### config.mk
export PLATFORM = sky130hd
export DESIGN_NAME = mem_access_ctrl
export DESIGN_NICKNAME = d
export VERILOG_FILES = /design/src/rtl/mem_defs.sv /design/src/rtl/mem_lane_align.sv /design/src/rtl/mem_access_ctrl.sv
export SDC_FILE = /design/constraint.sdc
export NUM_CORES = 1
export LEC_CHECK = 0
export BUFFER_PORTS_ARGS = -buffer_cell sky130_fd_sc_hd__buf_2
export CAP_MARGIN = 20
export CELL_PAD_IN_SITES_DETAIL_PLACEMENT = 1
export CELL_PAD_IN_SITES_GLOBAL_PLACEMENT = 1
export CORE_UTILIZATION = 37
export CTS_BUF_LIST = sky130_fd_sc_hd__clkbuf_4 sky130_fd_sc_hd__clkbuf_8
export DETAILED_ROUTE_END_ITERATION = 8
export PLACE_DENSITY_LB_ADDON = 0.1
export RECOVER_POWER = 50
export SLEW_MARGIN = 40
export SYNTH_ARGS = -nofsm -noshare
export SYNTH_HDL_FRONTEND = slang
export SYNTH_SLANG_ARGS = --single-unit
### constraint.sdc
create_clock -name clk -period 4.15 [get_ports clk]
set_input_delay 0.415 -clock clk [delete_from_list [all_inputs] [get_ports clk]]
set_output_delay 0.415 -clock clk [all_outputs]
set_load 0.005 [all_outputs]
### src/rtl/mem_defs.sv
// Shared definitions for the MEM-stage data-bus controller.
// Holds the access-size encodings, the controller FSM state type and a
// misalignment helper used when MEM_ALE_EN is defined.
package mem_defs;

  // Access size encodings; 2'd3 is reserved and handled as a word.
  localparam logic [1:0] MEM_B = 2'd0;
  localparam logic [1:0] MEM_H = 2'd1;
  localparam logic [1:0] MEM_W = 2'd2;

  typedef enum logic [1:0] {
    StIdle = 2'd0,
    StReq  = 2'd1,
    StWait = 2'd2,
    StResp = 2'd3
  } state_e;

  // Half must sit on an even address, word (and reserved size) on a 4-byte boundary.
  function automatic logic is_misaligned(input logic [1:0] size, input logic [1:0] a);
    logic mis;
    case (size)
      MEM_B:   mis = 1'b0;
      MEM_H:   mis = a[0];
      default: mis = (a != 2'b00);
    endcase
    return mis;
  endfunction

endpackage

### src/rtl/mem_lane_align.sv
// Combinational byte-lane alignment for the data bus.
// Ports:
//   size, addr_lo   - access size and address bits [1:0]
//   wdata           - right-aligned store data
//   rdata           - raw 32-bit read word from the bus
//   unsigned_ld     - zero-extend loads when set, sign-extend otherwise
//   wstrb           - byte strobes for a store
//   wdata_rep       - store data replicated across the lanes
//   rdata_ext       - selected and extended load data
module mem_lane_align
  import mem_defs::*;
(
  input  logic [1:0]  size,
  input  logic [1:0]  addr_lo,
  input  logic [31:0] wdata,
  input  logic [31:0] rdata,
  input  logic        unsigned_ld,
  output logic [3:0]  wstrb,
  output logic [31:0] wdata_rep,
  output logic [31:0] rdata_ext
);

  logic [31:0] shifted;

  always_comb begin
    wstrb     = 4'b0000;
    wdata_rep = wdata;
    rdata_ext = rdata;
    shifted   = rdata >> {addr_lo, 3'b000};
    case (size)
      MEM_B: begin
        wstrb     = 4'b0001 << addr_lo;
        wdata_rep = {4{wdata[7:0]}};
        rdata_ext = {{24{shifted[7] & ~unsigned_ld}}, shifted[7:0]};
      end
      MEM_H: begin
        // Odd half addresses get no strobes at all.
        case (addr_lo)
          2'b00:   wstrb = 4'b0011;
          2'b10:   wstrb = 4'b1100;
          default: wstrb = 4'b0000;
        endcase
        wdata_rep = {2{wdata[15:0]}};
        rdata_ext = {{16{shifted[15] & ~unsigned_ld}}, shifted[15:0]};
      end
      default: begin
        wstrb     = 4'b1111;
        wdata_rep = wdata;
        rdata_ext = rdata;
      end
    endcase
  end

endmodule

### src/rtl/mem_access_ctrl.sv
// MEM-stage data-memory access controller for the LA32R pipeline.
// Accepts one load/store at a time, drives the SRAM-like data_sram_* bus and
// returns aligned, extended load data to write-back.
// Ports:
//   clk, reset            - clock, synchronous active-high reset
//   req_*                 - request from the MEM stage (valid/ready handshake)
//   flush                 - pipeline flush; cancels the in-flight access
//   resp_*                - response to WB (valid/ready), load data, ALE flag
//   data_sram_*           - data bus request/address/data handshake
// Build option: define MEM_ALE_EN to trap misaligned accesses locally
// (resp_ale = 1, no bus access); otherwise they go to the bus unchanged.
module mem_access_ctrl
  import mem_defs::*;
#(
  parameter int unsigned ADDR_W = 32,
  parameter int unsigned DATA_W = 32
) (
  input  logic              clk,
  input  logic              reset,
  input  logic              req_valid,
  output logic              req_ready,
  input  logic              req_we,
  input  logic [1:0]        req_size,
  input  logic              req_unsigned,
  input  logic [ADDR_W-1:0] req_addr,
  input  logic [DATA_W-1:0] req_wdata,
  input  logic              flush,
  output logic              resp_valid,
  input  logic              resp_ready,
  output logic [DATA_W-1:0] resp_rdata,
  output logic              resp_ale,
  output logic              data_sram_req,
  output logic              data_sram_wr,
  output logic [1:0]        data_sram_size,
  output logic [3:0]        data_sram_wstrb,
  output logic [ADDR_W-1:0] data_sram_addr,
  output logic [DATA_W-1:0] data_sram_wdata,
  input  logic              data_sram_addr_ok,
  input  logic              data_sram_data_ok,
  input  logic [DATA_W-1:0] data_sram_rdata
);

  state_e            state_q;
  logic              cancel_q;
  logic              we_q;
  logic [1:0]        size_q;
  logic              unsigned_q;
  logic [ADDR_W-1:0] addr_q;
  logic [DATA_W-1:0] wdata_q;
  logic [DATA_W-1:0] rdata_q;
`ifdef MEM_ALE_EN
  logic              ale_q;
`endif

  logic [3:0]        strb;
  logic [DATA_W-1:0] wdata_rep;
  logic [DATA_W-1:0] rdata_ext;

  // Alignment works on latched fields so bus outputs stay stable until addr_ok.
  mem_lane_align u_lane_align (
    .size        (size_q),
    .addr_lo     (addr_q[1:0]),
    .wdata       (wdata_q),
    .rdata       (data_sram_rdata),
    .unsigned_ld (unsigned_q),
    .wstrb       (strb),
    .wdata_rep   (wdata_rep),
    .rdata_ext   (rdata_ext)
  );

  always_ff @(posedge clk) begin
    if (reset) begin
      state_q    <= StIdle;
      cancel_q   <= 1'b0;
      we_q       <= 1'b0;
      size_q     <= 2'b00;
      unsigned_q <= 1'b0;
      addr_q     <= '0;
      wdata_q    <= '0;
      rdata_q    <= '0;
`ifdef MEM_ALE_EN
      ale_q      <= 1'b0;
`endif
    end else begin
      unique case (state_q)
        StIdle: begin
          cancel_q <= 1'b0;
          if (req_valid && !flush) begin
            we_q       <= req_we;
            size_q     <= req_size;
            unsigned_q <= req_unsigned;
            addr_q     <= req_addr;
            wdata_q    <= req_wdata;
            rdata_q    <= '0;
`ifdef MEM_ALE_EN
            if (is_misaligned(req_size, req_addr[1:0])) begin
              ale_q   <= 1'b1;
              state_q <= StResp;
            end else begin
              ale_q   <= 1'b0;
              state_q <= StReq;
            end
`else
            state_q <= StReq;
`endif
          end
        end
        StReq: begin
          if (flush) cancel_q <= 1'b1;
          if (data_sram_addr_ok) begin
            // Same-cycle data_ok completes the access immediately.
            if (data_sram_data_ok) begin
              if (cancel_q || flush) begin
                cancel_q <= 1'b0;
                state_q  <= StIdle;
              end else begin
                rdata_q <= we_q ? '0 : rdata_ext;
                state_q <= StResp;
              end
            end else begin
              state_q <= StWait;
            end
          end
        end
        StWait: begin
          if (flush) cancel_q <= 1'b1;
          if (data_sram_data_ok) begin
            if (cancel_q || flush) begin
              cancel_q <= 1'b0;
              state_q  <= StIdle;
            end else begin
              rdata_q <= we_q ? '0 : rdata_ext;
              state_q <= StResp;
            end
          end
        end
        StResp: begin
          if (flush || resp_ready) state_q <= StIdle;
        end
      endcase
    end
  end

  assign req_ready       = (state_q == StIdle);
  assign resp_valid      = (state_q == StResp);
  assign resp_rdata      = rdata_q;
  assign data_sram_req   = (state_q == StReq);
  assign data_sram_wr    = we_q;
  assign data_sram_size  = size_q;
  assign data_sram_wstrb = we_q ? strb : 4'b0000;
  assign data_sram_addr  = addr_q;
  assign data_sram_wdata = wdata_rep;
`ifdef MEM_ALE_EN
  assign resp_ale        = ale_q;
`else
  assign resp_ale        = 1'b0;
`endif

endmodule

# After elaboration in Yosys (flattened, before gate mapping)
# Index checks and enable logic that the tools add are counted.
# classes
mux,23
n_eq_ne,9
bitwise,3
shifts,2
n_reduce_logical,11
# ops
cell,n
$mux 32,5
$pmux 32 s2,2
$pmux 32 s3,1
$shr 32x5->16,1
$pmux 4 s2,2
$mux 2,6
$pmux 2 s4,1
$eq 2x2->1 const B,3
$logic_not 2->1,3
$ne 2x1->1 const B,3
$eq 2x1->1 const B,2
$mux 1,4
$mux 4,1
$reduce_and 4->1,1
$shl 1x2->4 const A,1
$pmux 1 s3,1
$reduce_and 3->1,1
$reduce_bool 3->1,1
$and 1x1->1,2
$logic_or 1x1->1,2
$ne 2x2->1 const B,1
$reduce_and 2->1,1
$logic_and 1x1->1,1
$logic_not 1->1,1
$not 1->1,1
# word_totals
in_bits,107
out_inout_bits,107
wordCells,56
register_bits,103

# Depth between registers and ports, before layout
# Gate-level depths: netlist (run 1).
# logic_depth
ltp_word,8
depth_mapped,9
ltp_nobuf,7

# Hierarchy
# A second synthesis (run 1) with hierarchy kept.
# hier_totals
cells_unflattened,654
hier_area_um2,5253.8
# modules_own_cells
mod,cells_per_inst,area_per_inst_um2,n_inst
mem_access_ctrl,477,4011.3,1
mem_lane_align,177,1242.4,1

# Worst setup path after synthesis (run 1)
# No wires, ideal clock.
# synth_timing
path_kind,register to register
from,register state_q[1]
to,register rdata_q[21] (netlist: resp_rdata[21])
setup_time_ns,0.070
path_slack_ns,2.142
t_required_ns,4.080
stages_incl_launch_ff,10
t_arrival_ns,1.937
period_less_slack_ns,2.008
path_cell_list,dfxtp_1 -> inv_1 -> ha_1 -> nor2b_1 -> a211oi_4 -> nand3_2 -> or4_1 -> buf_6 -> buf_8 -> a21oi_1
# synth_via
elab_chain_cells,3
# synth_lines
item,line_no,text
start: declaration,mem_access_ctrl.sv:43,state_e state_q;
start signal: assignment,mem_access_ctrl.sv:73,state_q <= StIdle;
start signal: assignment,mem_access_ctrl.sv:104,state_q <= StReq;
start signal: assignment,mem_access_ctrl.sv:115,state_q <= StIdle;
$eq 2x1->1 (*),-,
via data_sram_req,mem_access_ctrl.sv:32,"output logic data_sram_req,"
$ne 2x1->1 (no line) / $reduce_bool 3->1 (equally long branches),-,
$reduce_and 3->1 (no line),-,
end signal: assignment,mem_access_ctrl.sv:117,rdata_q <= we_q ? '0 : rdata_ext;
end signal: assignment,mem_access_ctrl.sv:132,rdata_q <= we_q ? '0 : rdata_ext;
end: declaration,mem_access_ctrl.sv:50,logic [DATA_W-1:0] rdata_q;
# The timed path passes the listed nets; every way through them passes the cells marked *.
# A chain may end at the register's enable or synchronous reset.

# Final worst setup path (run 1)
# layout_timing
from,register size_q[0] (netlist: data_sram_size[0])
to,output port data_sram_wdata[15]
# layout_via
elab_chain_cells,2
# layout_lines
item,line_no,text
start: declaration,mem_access_ctrl.sv:46,logic [1:0] size_q;
start signal: assignment,mem_access_ctrl.sv:90,size_q <= req_size;
$eq 2x1->1 / $logic_not 2->1 (equally long branches),mem_lane_align.sv:30,case (size)
$pmux 32 s2 (*),mem_lane_align.sv:30,
end: declaration,mem_access_ctrl.sv:37,"output logic [DATA_W-1:0] data_sram_wdata,"
# Mark *: on every way between the ends. The rest lies on a longest branch, timed or not.

==> results.cfg, run 1 <==
[floorplan]
die_w_um = 115
boundaryPins = 214
die_area_um2 = 13300
row_count = 41
die_h_um = 115
core_um2 = 12600
start_util_pct = 37.9

[clocking]
clockRootBuffer = clkbuf_8
cts_hold_buffers = 0
clkTransAtPathRegs_ns = 0.10
post_cts_buffers = 0
numCtsBuffers = 9
ctsLongestPathBuffers = 2
ctsResizeCount = 0
htree_levels = 3
clock_latency_ns = 0.38
cts_sinks = 103
cts_tree = built

[synthesis]
ys_warn_count = 0
synth.distinct_cells = 43
syn_nets = 706
synth_edf_count = 0
synthFlopType = dfxtp_1
yosys_register_bits = 103
synthCells = 595
ys_seq_area_share_pct = 43.3
syn_area_um2 = 4760
async_flop_share_pct = 0
syn_area_per_cell_um2 = 8.01

[setup_path]
path_class = flop to output port
arrival_ns = 2.55
slowest_stage = nor2_1
cp-startpoint = data_sram_size[0]
path_cells = nor2_1, mux2_2, buf_2
worstSetupEndpointType = output port
reg2reg_from = data_sram_addr[1]
max_stage_delay_ns = 0.96
required_ns = 3.73
cpLargestDelayFamily = simple AND/OR/NAND/NOR gates
critPathLaunchType = flop
worst-path-buf-inv = 1
crit_fanout = 21

[power]
ir_drop_v = 0.000172
p_leak_nw = 2.42
p_per_area_nw_per_um2 = 355

[worst_hold_path]
hold_class = primary input to flop
hp-start = req_wdata[18]

[cells_and_area]
finalNetCount = 876
final_util_pct = 47.3
antennaDiodeCount = 0
drive_above_1_share_pct = 28.2
final_cell_mix = nand2_1, buf_2, dfxtp_1
area_growth_pct = 24.8
final_common_cell = nand2_1

[route]
ant_nets = 0
via_per_inst = 5.12
dr.pass1.iters = 4
route.vias.total = 4822
remaining_drc_errors = 0
wirelength_mm = 15.7
drt_iter0_drc = 225
wl_per_cell_um = 16.7

[timing]
setup_violations = 0
max-slew-margin-rel_pct = 8.12
hold_violations = 0
rsz0062_at_grt = no
maxSlewViolCount = 0
max_freq_mhz = 338
final.min_clock_period_ns = 2.96
final.setup_skew_ns = 0.0122
tns_ns = 0
worstMarginPinSlew_ns = 1.38
final.period_utilization_pct = 71.3

[global_route]
grt_pass1_wl_mm = 24.2
track_usage_pct = 23.7
antenna_found_initial = 0
grt_pass1_vias = 4737
grt_overflow = 0
grt_max_degree = 69

[run_status]
status = completed

[placed_design]
dp_hpwl_mm = 11.2
port_buffers = 212
gp_congestion = 0.861

[job]
maxCapViolations = 0
==> layer usage <==
metal  global-route usage, %  up-vias  part of all wire [%]
met5                       0        -                     0
met4                    8.83        0                   1.7
met3                    5.81       15                   6.8
met2                    41.9      150                    50
met1                    27.8     2287                    42
li1                        -     2370                     -
==> worst min-delay path: cells and delay by family <==
| family | cells | cell delay (ns) |
|---|---|---|
| buffers and inverters | 1 | 0.09 |
| and+or+nand+nor | 1 | 0.05 |
| AOI/OAI and AO/OA | 1 | 0.05 |
==> cell type report <==
class,count,area (um2)
inverter,8,30.0
clock buffer,11,151
clock inverter,5,38.8
sequential,103,2060
fill,1641,6620
tap,172,215
timing repair buffer,217,1040
multi-input combinational,426,2410
==> cell families after synthesis <==
family,Yosys count,share of synthesized area [%]
multiplexers,28,6.30
flip-flops,103,43.3
other,1,0.0787
XOR/XNOR,1,0.184
adder cells (fa/ha/maj),4,1.05
buffers and inverters,66,6.54
AO/OA/AOI/OAI,181,23.8
AND/OR/NAND/NOR,211,18.8
==> where the power goes <==
group / internal, W / total [W] / switching (W)
registers: 0.00104 / 0.00108 / 0.0000415
logic: 0.000171 / 0.000419 / 0.000248
clock network: 0.000255 / 0.000616 / 0.000361
==> path summary, 6_finish.rpt <==
check / end / depth (start not counted) / slack (ns)
max: data_sram_wdata[15] / 3 / 1.19
min: wdata_q[18] / 3 / 0.26
max reg2reg: resp_rdata[10] / 6 / 1.50
min reg2reg: data_sram_addr[30] / 2 / 0.46
==> through the flow <==
step                instance area, um2  cells  hold WS, ns  worst slack (ns)  total power [W]
global placement                  5810    926        0.438              1.64          0.00151
detailed placement                5820    926        0.447              1.78          0.00153
finish                            5950    942        0.258              1.19          0.00211
CTS                               6010    942        0.235              1.70          0.00215
floorplan                         4760    595        0.433              2.14          0.00135
global route                      5950    942        0.241              1.08          0.00224
==> cell usage after synthesis (2+ instances only) <==
master | instances | area (um2)
ha_1 | 4 | 50.1
o21bai_1 | 2 | 15.0
a21oi_1 | 99 | 495
nor3b_1 | 2 | 15.0
o22a_1 | 7 | 61.3
or2_2 | 2 | 12.5
buf_2 | 8 | 40.0
mux2i_1 | 12 | 120
a22oi_1 | 16 | 120
a221oi_1 | 7 | 61.3
inv_1 | 8 | 30.0
nor2_1 | 8 | 30.0
nand2_1 | 170 | 638
buf_1 | 5 | 18.8
o2bb2ai_1 | 15 | 131
o221ai_1 | 7 | 61.3
o21a_1 | 5 | 37.5
buf_4 | 9 | 67.6
clkbuf_1 | 33 | 124
nand2b_1 | 8 | 50.1
nor2b_1 | 13 | 81.3
mux2_2 | 16 | 180
o21ai_0 | 17 | 85.1
dfxtp_1 | 103 | 2060
==> flip-flops by register name, indices dropped and copies added (netlist names) <==
name            count
cancel_q            1
data_sram_addr     32
data_sram_size      2
data_sram_wr        1
resp_rdata         32
state_q             2
unsigned_q          1
wdata_q            32
No activity file was read; power rests on OpenSTA's default activity.
==> run 2, diff against run 1 <==
CORE_UTILIZATION = 34   (was 37)
clock period = 2.9 ns   (was 4.15 ns; I/O delays follow)
==> results.cfg, run 2 (synthesis results as in run 1) <==
[cells_and_area]
finalNetCount = 880
antennaDiodeCount = 0
final_cell_mix = nand2_1, buf_2, dfxtp_1
drive_above_1_share_pct = 28.3
multiInputGateArea_um2 = 2410
area_growth_pct = 26.3
fill_cells = 1786
seqCellArea_um2 = 2060
final_util_pct = 44.7
final_common_cell = nand2_1

[setup_path]
worstSetupEndpointType = output port
path_class = flop to output port
max_stage_delay_ns = 0.66
arrival_ns = 2.26
required_ns = 2.61
cpLargestDelayFamily = buffers and inverters
crit_fanout = 12
slowest_stage = clkbuf_1
critPathLaunchType = flop
worst-path-buf-inv = 2
path_cells = clkbuf_1, mux2i_1, o21ai_0, buf_2

[run_status]
status = completed

[clocking]
cts_hold_buffers = 0
post_cts_buffers = 0
ctsResizeCount = 0
clockRootBuffer = clkbuf_8
clkTransAtPathRegs_ns = 0.10
ctsLongestPathBuffers = 2
cts_tree = built
cts_sinks = 103
numCtsBuffers = 9
htree_levels = 3
clock_latency_ns = 0.38

[power]
p_comb_share_pct = 20.0
p_sw_w = 0.000929
total_power_w = 0.00312
p_per_area_nw_per_um2 = 518
swShare_pct = 29.8
clock_power_share_pct = 30.6
ir_drop_v = 0.000190
p_leak_nw = 2.45
seq_power_share_pct = 49.3
p_int_w = 0.00219

[worst_hold_path]
hold_class = primary input to flop

[global_route]
grt_pass1_vias = 5043
grt_overflow = 0
track_usage_pct = 22.7
grt_pass1_wl_mm = 25.7
antenna_found_initial = 1
grt_max_degree = 68

[route]
highest_layer = met4
ant_nets = 0
met3_length_um = 975
wl_per_cell_um = 17.3
wl_met1_mm = 6.72
drt_iter0_drc = 223
dr.pass1.iters = 4
via_per_inst = 5.12
wl_met2_mm = 8.26
remaining_drc_errors = 0
route.vias.total = 4863
wirelength_mm = 16.4

[floorplan]
row_count = 42
start_util_pct = 35.4
core_um2 = 13500
boundaryPins = 214
die_h_um = 120
die_area_um2 = 14500
die_w_um = 120

[timing]
max_freq_mhz = 392
tns_ns = 0
holdWs_ns = 0.131
maxSlewViolCount = 0
final.setup_skew_ns = 0.00697
setup_violations = 0
final.period_utilization_pct = 88.0
max-slew-margin-rel_pct = 47.1
worstMarginPinSlew_ns = 0.793
final.min_clock_period_ns = 2.55
hold_violations = 0
finalWorstSetupSlack_ns = 0.348
rsz0062_at_grt = no

[placed_design]
dp_hpwl_mm = 12.2
gp_congestion = 0.815
port_buffers = 212
preCtsSetupSlack_ns = 0.565

[job]
maxCapViolations = 0
==> run 2: per-layer routing <==
layer	GRT usage, %	vias to the layer above
met2	40.5	149
met3	4.72	27
met4	10.5	0
met5	0	-
met1	25.7	2312
li1	-	2375
==> run 2: worst min-delay path, cell delays in order <==
cell	delay, ns
buf_2	0.09
nand2_1	0.04
a21oi_1	0.05
==> run 2: worst paths after layout <==
| kind | start | slack [ns] | cells after the start | endpoint |
|---|---|---|---|---|
| setup / recovery | data_sram_size[0] | 0.35 | 4 | data_sram_wdata[25] |
| hold reg to reg | wdata_q[20] | 0.46 | 2 | wdata_q[20] |
| hold / removal | req_addr[18] | 0.13 | 3 | data_sram_addr[18] |
| setup reg to reg | state_q[1] | 0.55 | 7 | resp_rdata[28] |
==> run 2: power groups by stage <==
stage	Sequential, W	Combinational, W	Clock, W
finish	0.00154	0.000625	0.000956
global route	0.00155	0.000694	0.00104
global placement	0.00157	0.000619	0
detailed placement	0.00157	0.000640	0
floorplan	0.00156	0.000376	0
CTS	0.00154	0.000642	0.000983
==> run 2: layout make-up <==
cell class / instances / share of cell area [%]
clock inverter: 3 / 0.707
tap: 176 / 3.66
multi-input combinational: 426 / 40.0
clock buffer: 13 / 2.66
sequential: 103 / 34.3
timing repair buffer: 221 / 18.2
inverter: 8 / 0.499
==> run 2: stage by stage <==
stage	cells	instance area, um2
after floorplan	595	4760
after global placement	934	5870
after detailed placement	934	5870
after CTS	950	6070
after global routing	950	6020
final	950	6020
